==> src/rtl/video_dram_arb_pkg.sv <==
// Shared definitions for the video DRAM arbiter and the video mode decoder:
// window/need encodings of video_bw and the read-data owner tag.
package video_dram_arb_pkg;

    // video_bw[4:3]: window total (2'b10 is unused and treated as 8)
    localparam logic [1:0] BW2 = 2'b00;
    localparam logic [1:0] BW4 = 2'b01;
    localparam logic [1:0] BW8 = 2'b11;

    // video_bw[2:0]: one-hot number of video slots per window
    localparam logic [2:0] BU1 = 3'b001;
    localparam logic [2:0] BU2 = 3'b010;
    localparam logic [2:0] BU4 = 3'b100;

    // Who receives the next dram_rdy
    typedef enum logic [2:0] {
        OWN_NONE = 3'd0,
        OWN_VID  = 3'd1,
        OWN_CPU  = 3'd2,
        OWN_TS   = 3'd3,
        OWN_DMA  = 3'd4
    } owner_t;

    function automatic logic [3:0] bw_total(input logic [1:0] code);
        case (code)
            BW2:     bw_total = 4'd2;
            BW4:     bw_total = 4'd4;
            BW8:     bw_total = 4'd8;
            default: bw_total = 4'd8;
        endcase
    endfunction

    // A non-one-hot need field gives video no slots at all
    function automatic logic [3:0] bw_need(input logic [2:0] code);
        case (code)
            BU1:     bw_need = 4'd1;
            BU2:     bw_need = 4'd2;
            BU4:     bw_need = 4'd4;
            default: bw_need = 4'd0;
        endcase
    endfunction

endpackage

==> src/rtl/dram_slot_window.sv <==
// Slot window tracker: counts DRAM slots inside the current video bandwidth
// window and flags the slots that belong to video fetch.
module dram_slot_window
    import video_dram_arb_pkg::*;
(
    input  logic       clk,
    input  logic       rst,
    input  logic       dram_stb,
    input  logic       video_go,
    input  logic [4:0] video_bw,
    output logic       video_slot
);

    logic [2:0] win_cnt_q, win_cnt_d;
    logic [3:0] tot_q, tot_d;
    logic [3:0] need_q, need_d;
    logic [3:0] tot_eff, need_eff, cnt_inc;

    // Window start uses the live video_bw; later slots use the value latched there
    always_comb begin
        tot_eff    = (win_cnt_q == 3'd0) ? bw_total(video_bw[4:3]) : tot_q;
        need_eff   = (win_cnt_q == 3'd0) ? bw_need(video_bw[2:0])  : need_q;
        video_slot = video_go && ({1'b0, win_cnt_q} < need_eff);
        cnt_inc    = {1'b0, win_cnt_q} + 4'd1;
        win_cnt_d  = win_cnt_q;
        tot_d      = tot_q;
        need_d     = need_q;
        if (dram_stb) begin
            if (!video_go) begin
                win_cnt_d = 3'd0;
            end else begin
                tot_d     = tot_eff;
                need_d    = need_eff;
                win_cnt_d = (cnt_inc >= tot_eff) ? 3'd0 : cnt_inc[2:0];
            end
        end
    end

    // Window state registers
    always_ff @(posedge clk or posedge rst) begin
        if (rst) begin
            win_cnt_q <= 3'd0;
            tot_q     <= 4'd2;
            need_q    <= 4'd0;
        end else begin
            win_cnt_q <= win_cnt_d;
            tot_q     <= tot_d;
            need_q    <= need_d;
        end
    end

endmodule

==> src/rtl/video_dram_arb.sv <==
// DRAM slot arbiter: video takes its guaranteed window slots, the rest go to
// CPU first and then TS/DMA round-robin. Read data is steered back to the
// owner of the last read via a one-entry owner tag.
module video_dram_arb
    import video_dram_arb_pkg::*;
#(
    parameter int AW = 21,
    parameter int DW = 16
) (
    input  logic          clk,
    input  logic          res,
    input  logic          dram_stb,
    input  logic          video_go,
    input  logic [4:0]    video_bw,
    input  logic [AW-1:0] video_addr,
    input  logic          cpu_req,
    input  logic          cpu_rnw,
    input  logic [AW-1:0] cpu_addr,
    input  logic [DW-1:0] cpu_wdata,
    input  logic          ts_req,
    input  logic [AW-1:0] ts_addr,
    input  logic          dma_req,
    input  logic          dma_rnw,
    input  logic [AW-1:0] dma_addr,
    input  logic [DW-1:0] dma_wdata,
    input  logic          dram_rdy,
    input  logic [DW-1:0] dram_rdata,
    output logic          dram_req,
    output logic          dram_rnw,
    output logic [AW-1:0] dram_addr,
    output logic [DW-1:0] dram_wdata,
    output logic          video_next,
    output logic          video_strb,
    output logic          cpu_gnt,
    output logic          ts_gnt,
    output logic          dma_gnt,
    output logic          cpu_strb,
    output logic          ts_strb,
    output logic          dma_strb
);

    logic          video_slot;
    logic          req_q, req_d, rnw_q, rnw_d;
    logic [AW-1:0] addr_q, addr_d;
    logic [DW-1:0] wdata_q, wdata_d;
    logic          vnext_q, vnext_d;
    logic          cpu_gnt_q, cpu_gnt_d, ts_gnt_q, ts_gnt_d, dma_gnt_q, dma_gnt_d;
    logic          rr_dma_q, rr_dma_d;   // 1: DMA has priority over TS on the next free slot
    owner_t        owner_q, owner_d, grant_own;

    // Read data itself goes straight to the requesters; only its valid strobe is routed here
    logic unused_rdata;
    assign unused_rdata = ^dram_rdata;

    dram_slot_window u_window (
        .clk        (clk),
        .rst        (res),
        .dram_stb   (dram_stb),
        .video_go   (video_go),
        .video_bw   (video_bw),
        .video_slot (video_slot)
    );

    // Slot decision, command mux and owner-tag update
    always_comb begin
        req_d     = 1'b0;
        rnw_d     = rnw_q;
        addr_d    = addr_q;
        wdata_d   = wdata_q;
        vnext_d   = 1'b0;
        cpu_gnt_d = 1'b0;
        ts_gnt_d  = 1'b0;
        dma_gnt_d = 1'b0;
        rr_dma_d  = rr_dma_q;
        grant_own = OWN_NONE;
        owner_d   = dram_rdy ? OWN_NONE : owner_q;
        if (dram_stb) begin
            if (video_slot) begin
                req_d     = 1'b1;
                rnw_d     = 1'b1;
                addr_d    = video_addr;
                vnext_d   = 1'b1;
                grant_own = OWN_VID;
            end else if (cpu_req) begin
                req_d     = 1'b1;
                rnw_d     = cpu_rnw;
                addr_d    = cpu_addr;
                wdata_d   = cpu_wdata;
                cpu_gnt_d = 1'b1;
                grant_own = OWN_CPU;
            end else if (ts_req && (!rr_dma_q || !dma_req)) begin
                req_d     = 1'b1;
                rnw_d     = 1'b1;
                addr_d    = ts_addr;
                ts_gnt_d  = 1'b1;
                rr_dma_d  = 1'b1;
                grant_own = OWN_TS;
            end else if (dma_req) begin
                req_d     = 1'b1;
                rnw_d     = dma_rnw;
                addr_d    = dma_addr;
                wdata_d   = dma_wdata;
                dma_gnt_d = 1'b1;
                rr_dma_d  = 1'b0;
                grant_own = OWN_DMA;
            end
        end
        // A new grant overrides the clear from a coincident dram_rdy
        if (req_d) begin
            owner_d = rnw_d ? grant_own : OWN_NONE;
        end
    end

    // Registered command, grants and arbitration state
    always_ff @(posedge clk or posedge res) begin
        if (res) begin
            req_q     <= 1'b0;
            rnw_q     <= 1'b0;
            addr_q    <= '0;
            wdata_q   <= '0;
            vnext_q   <= 1'b0;
            cpu_gnt_q <= 1'b0;
            ts_gnt_q  <= 1'b0;
            dma_gnt_q <= 1'b0;
            rr_dma_q  <= 1'b0;
            owner_q   <= OWN_NONE;
        end else begin
            req_q     <= req_d;
            rnw_q     <= rnw_d;
            addr_q    <= addr_d;
            wdata_q   <= wdata_d;
            vnext_q   <= vnext_d;
            cpu_gnt_q <= cpu_gnt_d;
            ts_gnt_q  <= ts_gnt_d;
            dma_gnt_q <= dma_gnt_d;
            rr_dma_q  <= rr_dma_d;
            owner_q   <= owner_d;
        end
    end

    assign dram_req   = req_q;
    assign dram_rnw   = rnw_q;
    assign dram_addr  = addr_q;
    assign dram_wdata = wdata_q;
    assign video_next = vnext_q;
    assign cpu_gnt    = cpu_gnt_q;
    assign ts_gnt     = ts_gnt_q;
    assign dma_gnt    = dma_gnt_q;

    // Read-data-valid follows the tag of the outstanding read in the same cycle
    assign video_strb = dram_rdy && (owner_q == OWN_VID);
    assign cpu_strb   = dram_rdy && (owner_q == OWN_CPU);
    assign ts_strb    = dram_rdy && (owner_q == OWN_TS);
    assign dma_strb   = dram_rdy && (owner_q == OWN_DMA);

endmodule

==> config.mk <==
export PLATFORM = sky130hd
export DESIGN_NAME = video_dram_arb
export DESIGN_NICKNAME = d
export VERILOG_FILES = /design/src/rtl/video_dram_arb_pkg.sv /design/src/rtl/dram_slot_window.sv /design/src/rtl/video_dram_arb.sv
export SDC_FILE = /design/constraint.sdc
export NUM_CORES = 1
export LEC_CHECK = 0
export BUFFER_PORTS_ARGS = -buffer_cell sky130_fd_sc_hd__buf_4
export CORE_ASPECT_RATIO = 1.2
export CORE_MARGIN = 2
export CORE_UTILIZATION = 47
export CTS_BUF_LIST = sky130_fd_sc_hd__clkbuf_4 sky130_fd_sc_hd__clkbuf_8
export DETAILED_ROUTE_END_ITERATION = 10
export PLACE_DENSITY = 0.86
export RECOVER_POWER = 25
export SLEW_MARGIN = 20
export SYNTH_ARGS = -nofsm -noshare
export SYNTH_HDL_FRONTEND = slang
export SYNTH_SLANG_ARGS = --single-unit
==> constraint.sdc <==
create_clock -name clk -period 6 [get_ports clk]
set_input_delay 0.6 -clock clk [delete_from_list [all_inputs] [get_ports clk]]
set_output_delay 0.6 -clock clk [all_outputs]
set_load 0.02 [all_outputs]
; ---- After elaboration in Yosys (flattened, before gate mapping)
; Cells that the tools add are included.
[totals]
reg_bits = 58
in_bits = 147
out_inout_bits = 47
[classes]
n_addsub = 1
n_lt_le_gt_ge = 2
eq_ne = 9
muxes = 46
bitwise = 2
n_reduce_logical = 19
[op_table]
columns = operator, count
row1 = two-way mux 21 bit, 4
row2 = two-way mux 16 bit, 3
row3 = two-way mux 3 bit, 10
row4 = two-way mux 1 bit, 25
row5 = "equality test 3 x 2 -> 1 bit, second input constant", 3
row6 = case mux 3 bit (3 select lines), 1
row7 = two-way mux 4 bit, 2
row8 = case mux 4 bit (2 select lines), 1
row9 = AND reduction 4 bit, 2
row10 = "equality test 3 x 1 -> 1 bit, second input constant", 2
row11 = "equality test 3 bit, second input constant", 2
row12 = logical AND 1 bit, 6
row13 = nonzero test 2 bit, 3
row14 = "adder 3 x 1 -> 4 bit, second input constant", 1
row15 = >= comparator 4 bit, 1
row16 = less-than comparator 3 x 4 -> 1 bit, 1
row17 = AND reduction 2 bit, 2
row18 = nonzero test 4 bit, 1
row19 = zero test 3 bit, 1
row20 = "equality test 2 x 1 -> 1 bit, second input constant", 1
row21 = zero test 1 bit, 2
row22 = zero test 2 bit, 1
row23 = "inequality test 2 bit, second input constant", 1
row24 = NOT 1 bit, 2
row25 = logical OR 1 bit, 1

; ---- Depth between registers and ports, before layout
[logic_depth]
word_depth = 9
ltp_mapped = 13
depth_no_buf = 11

; ---- By module
; A second synthesis with hierarchy kept.
[unflattened]
hier_cells = 366
area_unflattened_um2 = 3405.8
[modules_own_cells]
columns = module, n_inst, cells_each, area_per_inst_um2, seq_area_each_um2
row1 = video_dram_arb, 1, 289, 2680.1, 1176.1
row2 = dram_slot_window, 1, 77, 725.7, 276.5

; ---- Least setup slack after synthesis
; No wires, ideal clock.
[synth_path]
path_type = register to register
start = register u_window.win_cnt_q[0]
end = register wdata_q[0] (netlist: dram_wdata[0])
setup_ns = 0.125
arrival_ns = 2.720
t_required_ns = 5.875
slack_ns = 3.155
path_stages_with_launch = 13
synth_period_minus_slack_ns = 2.845
cell_sequence = dfrtp_1 > inv_1 > ha_1 > nand2b_1 > clkbuf_1 > a21oi_1 > ha_1 > o21ai_0 > a21oi_2 > o21ai_4 > a211oi_4 > buf_8 > mux2_4
[synth_between]
elab_chain_len = 6
[synth_rtl]
columns = item, line
row1 = "start, declared", dram_slot_window.sv:14  ; logic [2:0] win_cnt_q, win_cnt_d;
row2 = "start signal, assigned", dram_slot_window.sv:46  ; win_cnt_q <= win_cnt_d;
row3 = zero test 3 bit, dram_slot_window.sv:22  ; need_eff = (win_cnt_q == 3'd0) ? bw_need(video_bw[2:0]) : need_q;
row4 = two-way mux 4 bit, dram_slot_window.sv:22
row5 = less-than comparator 3 x 4 -> 1 bit *, dram_slot_window.sv:23  ; video_slot = video_go && ({1'b0, win_cnt_q} < need_eff);
row6 = logical AND 1 bit *, dram_slot_window.sv:23
row7 = NOT 1 bit (no line) *, n/a
row8 = AND reduction 4 bit (no line) *, n/a
row9 = "end signal, assigned", video_dram_arb.sv:131  ; wdata_q <= wdata_d;
row10 = "end, declared", video_dram_arb.sv:45  ; logic [DW-1:0] wdata_q, wdata_d;
; Mark *: on every way between the ends. The rest lies on a longest branch, timed or not.
; A chain may end at the register's enable or synchronous reset.

; ---- Final worst setup path
[layout_path]
start = register u_window.win_cnt_q[0]
end = register wdata_q[5] (netlist: dram_wdata[5])
; Same word-level chain as after synthesis.

==> flow_summary.yaml <==
status:
  status: "finished with violations"
  violations: "capacitance limit, slew limit"
worst_setup_path:
  worstSetupEndpointType: "flop"
  start_kind: "flop"
  critPathKind: "flop to flop"
  cp_max_fo: 26
  worstReg2RegEnd: "dram_wdata[5]"
  crit_required_ns: 6.21
  cp.arrival_ns: 3.76
  timing.rr.start: "u_window.win_cnt_q[0]"
  ff2ff_setup_slack_ns: 2.45
  rr_worst_depth: 10
synth:
  synth_top_area_cell: "dfrtp_1"
  async_flop_share_pct: 100
  synth-edff-count: 0
  yosysUniqueCellTypes: 46
  synth_most_common_cell: "dfrtp_1"
  synth_nets: 470
  yosysWarnings: 0
  yosys_most_used_dff: "dfrtp_1"
  synthTopCellsByArea: "dfrtp_1 (43%), mux2_2 (8.2%), a222oi_1 (6.4%)"
  syn_area_um2: 3300
  ys_seq_area_share_pct: 44.0
  synthCells: 315
  avgSynthCellArea_um2: 10.5
  synth_commonest_cells: "dfrtp_1 (57), nand2_1 (38), mux2_2 (24)"
  synth_top_area_share_pct: 43.2
  ys_seq_elements: 58
drt:
  antenna_left: 0
  routedWlPerCell_um: 17.6
  dr_total_vias: 3328
  routed_wl_mm: 10.1
  avgViaCountPerCell: 5.81
  drtIter0Drc: 162
  drc_errors: 0
  drtPass1Iterations: 8
global_routing:
  grt_util_all_layers_pct: 25.1
  overflow: 0
  grt_pass1_wl_mm: 14.8
  grt_antenna_before_repair: 0
  grt_pass1_vias: 3169
  grt_start_max_net_pins: 59
final_layout:
  final_util_pct: 71.1
  final_nets: 636
  fin_cells: 573
  drive_gt1_share_pct: 49.2
  antenna_cells: 0
  fillCellCount: 527
  area_growth_pct: 46.6
pwr:
  p_sw_share_pct: 41.8
  p_switching_mw: 0.860
  p_per_area_nw_per_um2: 425
  internal_power_mw: 1.20
  pwr-share-clk_pct: 15.1
  ir_worst_vdd_mv: 0.269
  power_frac_seq_pct: 31.5
  combPwrFrac_pct: 53.3
  leakage_nw: 2.30
timing:
  grt_setup_unrepaired: "false"
  tightest_slew_ns: 3.22
  fin_crit_ns: 3.55
  drv_slew: 59
  finClkSkew_ns: 0.0112
  min_period_over_period_pct: 59.2
  max_slew_margin_pct: -115
  setup-violations-final: 0
  hold_viol_final: 0
  clock.fmax_mhz: 281
  setup_ws_ns: 2.45
  fin_setup_tns_ns: 0
cts:
  cts.clk_slew.worst_paths_ns: 0.07
  cts_resized: 0
  clk_path_buf_depth: 2
  hold_buffers: 0
  cts_made_buffers: 9
  clk_latency_ns: 0.33
  cts_htree_levels: 3
  root_buffer: "clkbuf_8"
  cts_sinks: 58
  cts_tree: "done"
  cts_setup_buffers: 0
die:
  rows: 33
  die_w_um: 80.5
  die_y_um: 95.8
  pin_count: 194
  die-area_um2: 7710
  core_area_um2: 6810
  start_util_pct: 48.5
place:
  portBuffers: 177
  dp_slack_ns: 2.43
  dp_cells: 557
  place.gp.congestion: 0.841
  dp_hpwl_mm: 7.25
worst_hold_path:
  hp-class: "input port to flop"
  hp-start: "video_bw[3]"
  hold_end: "u_window.tot_q[1]"
  hold-path-cell-count: 2
run:
  maxCapViolations: 1
## cell usage in the layout, fill, tap and decap left out, types with 6 or more instances in the layout
master    netlist  layout
nor2_1         17      17
ha_1            8       8
dfrtp_1        57      57
a222oi_1       21      21
nand4_1        21      21
o221ai_1       21      21
inv_1           7       7
and2_1          6       6
a21oi_1         9       7
mux2_2         24      24
mux2_4          9       9
clkbuf_8        0      10
buf_4           0     179
nand2b_1        6       6
nand2_1        38      38
## power groups by stage
| stage | registers, mW | logic, mW | clock network (mW) |
|---|---|---|---|
| floorplan | 0.798 | 0.548 | 0 |
| global placement | 0.643 | 1.08 | 0 |
| detailed placement | 0.654 | 1.10 | 0 |
| CTS | 0.649 | 1.10 | 0.321 |
| global route | 0.667 | 1.19 | 0.338 |
| finish | 0.649 | 1.10 | 0.311 |
## critical path: stages, from the launching register on
cell and delay [ns]:
dfrtp_1 0.43, inv_1 0.10, ha_1 0.22, nand2b_1 0.31, a21oi_1 0.15, ha_1 0.29, o21ai_0 0.09, a21oi_2 0.21
o21ai_4 0.25, a211oi_4 0.95, mux2_2 0.43
## layout make-up
type / instances / area (um2) / share of cell area, %
Clock inverter: 6 / 32.5 / 0.672
Tap cell: 87 / 109 / 2.25
Timing Repair Buffer: 181 / 1360 / 28.0
Clock buffer: 10 / 138 / 2.84
Sequential cell: 58 / 1450 / 30.0
Inverter: 8 / 30.0 / 0.620
Multi-Input combinational cell: 223 / 1730 / 35.6
## sequential cells by signal, indices dropped and copies added, names as in the netlist
name,cells
dram_wdata,16
owner_q,3
dram_req,1
ts_gnt,1
u_window.tot_q,4
video_next,1
dram_addr,21
u_window.win_cnt_q,3
rr_dma_q,1
u_window.need_q,4
cpu_gnt,1
dram_rnw,1
dma_gnt,1
## logic make-up (layout without fill, tap and decap cells)
family / Yosys count / count (layout) / share of synthesized area [%]
buf+inv: 34 / 205 / 4.36
xor+xnor: 1 / 1 / 0.265
simple gates: 100 / 100 / 14.8
mux: 35 / 35 / 12.9
compound gates: 79 / 79 / 20.7
fa+ha+maj: 8 / 8 / 3.03
flops: 58 / 58 / 44.0
## layer usage
metal	share of wire (%)	global-route usage (%)
met5	0	0
met4	1.7	9.60
met3	7.9	4.32
met2	53	45.7
met1	37	29.2
## per-stage QoR
stage | area [um2] | total power, mW | hold slack [ns]
3_3_place_gp | 4670 | 1.72 | 0.460
5_1_grt | 4840 | 2.19 | 0.438
2_1_floorplan | 3300 | 1.35 | 0.444
4_1_cts | 4840 | 2.07 | 0.424
3_5_place_dp | 4670 | 1.75 | 0.472
6_report | 4840 | 2.06 | 0.438
## how the worst max path moves through the flow
| stage | slack, ns | endpoint | cells past startpoint | from |
|---|---|---|---|---|
| CTS | 2.42 | dram_wdata[5] | 10 | u_window.win_cnt_q[0] |
| floorplan | 3.15 | dram_wdata[0] | 12 | u_window.win_cnt_q[0] |
| detailed placement | 2.43 | dram_wdata[5] | 10 | u_window.win_cnt_q[0] |
| global route | 2.05 | dram_addr[19] | 3 | res |
| global placement | 2.49 | dram_wdata[3] | 11 | u_window.win_cnt_q[0] |
| finish | 2.45 | dram_wdata[5] | 10 | u_window.win_cnt_q[0] |
Note: power is estimated with default switching activity, not from simulation.
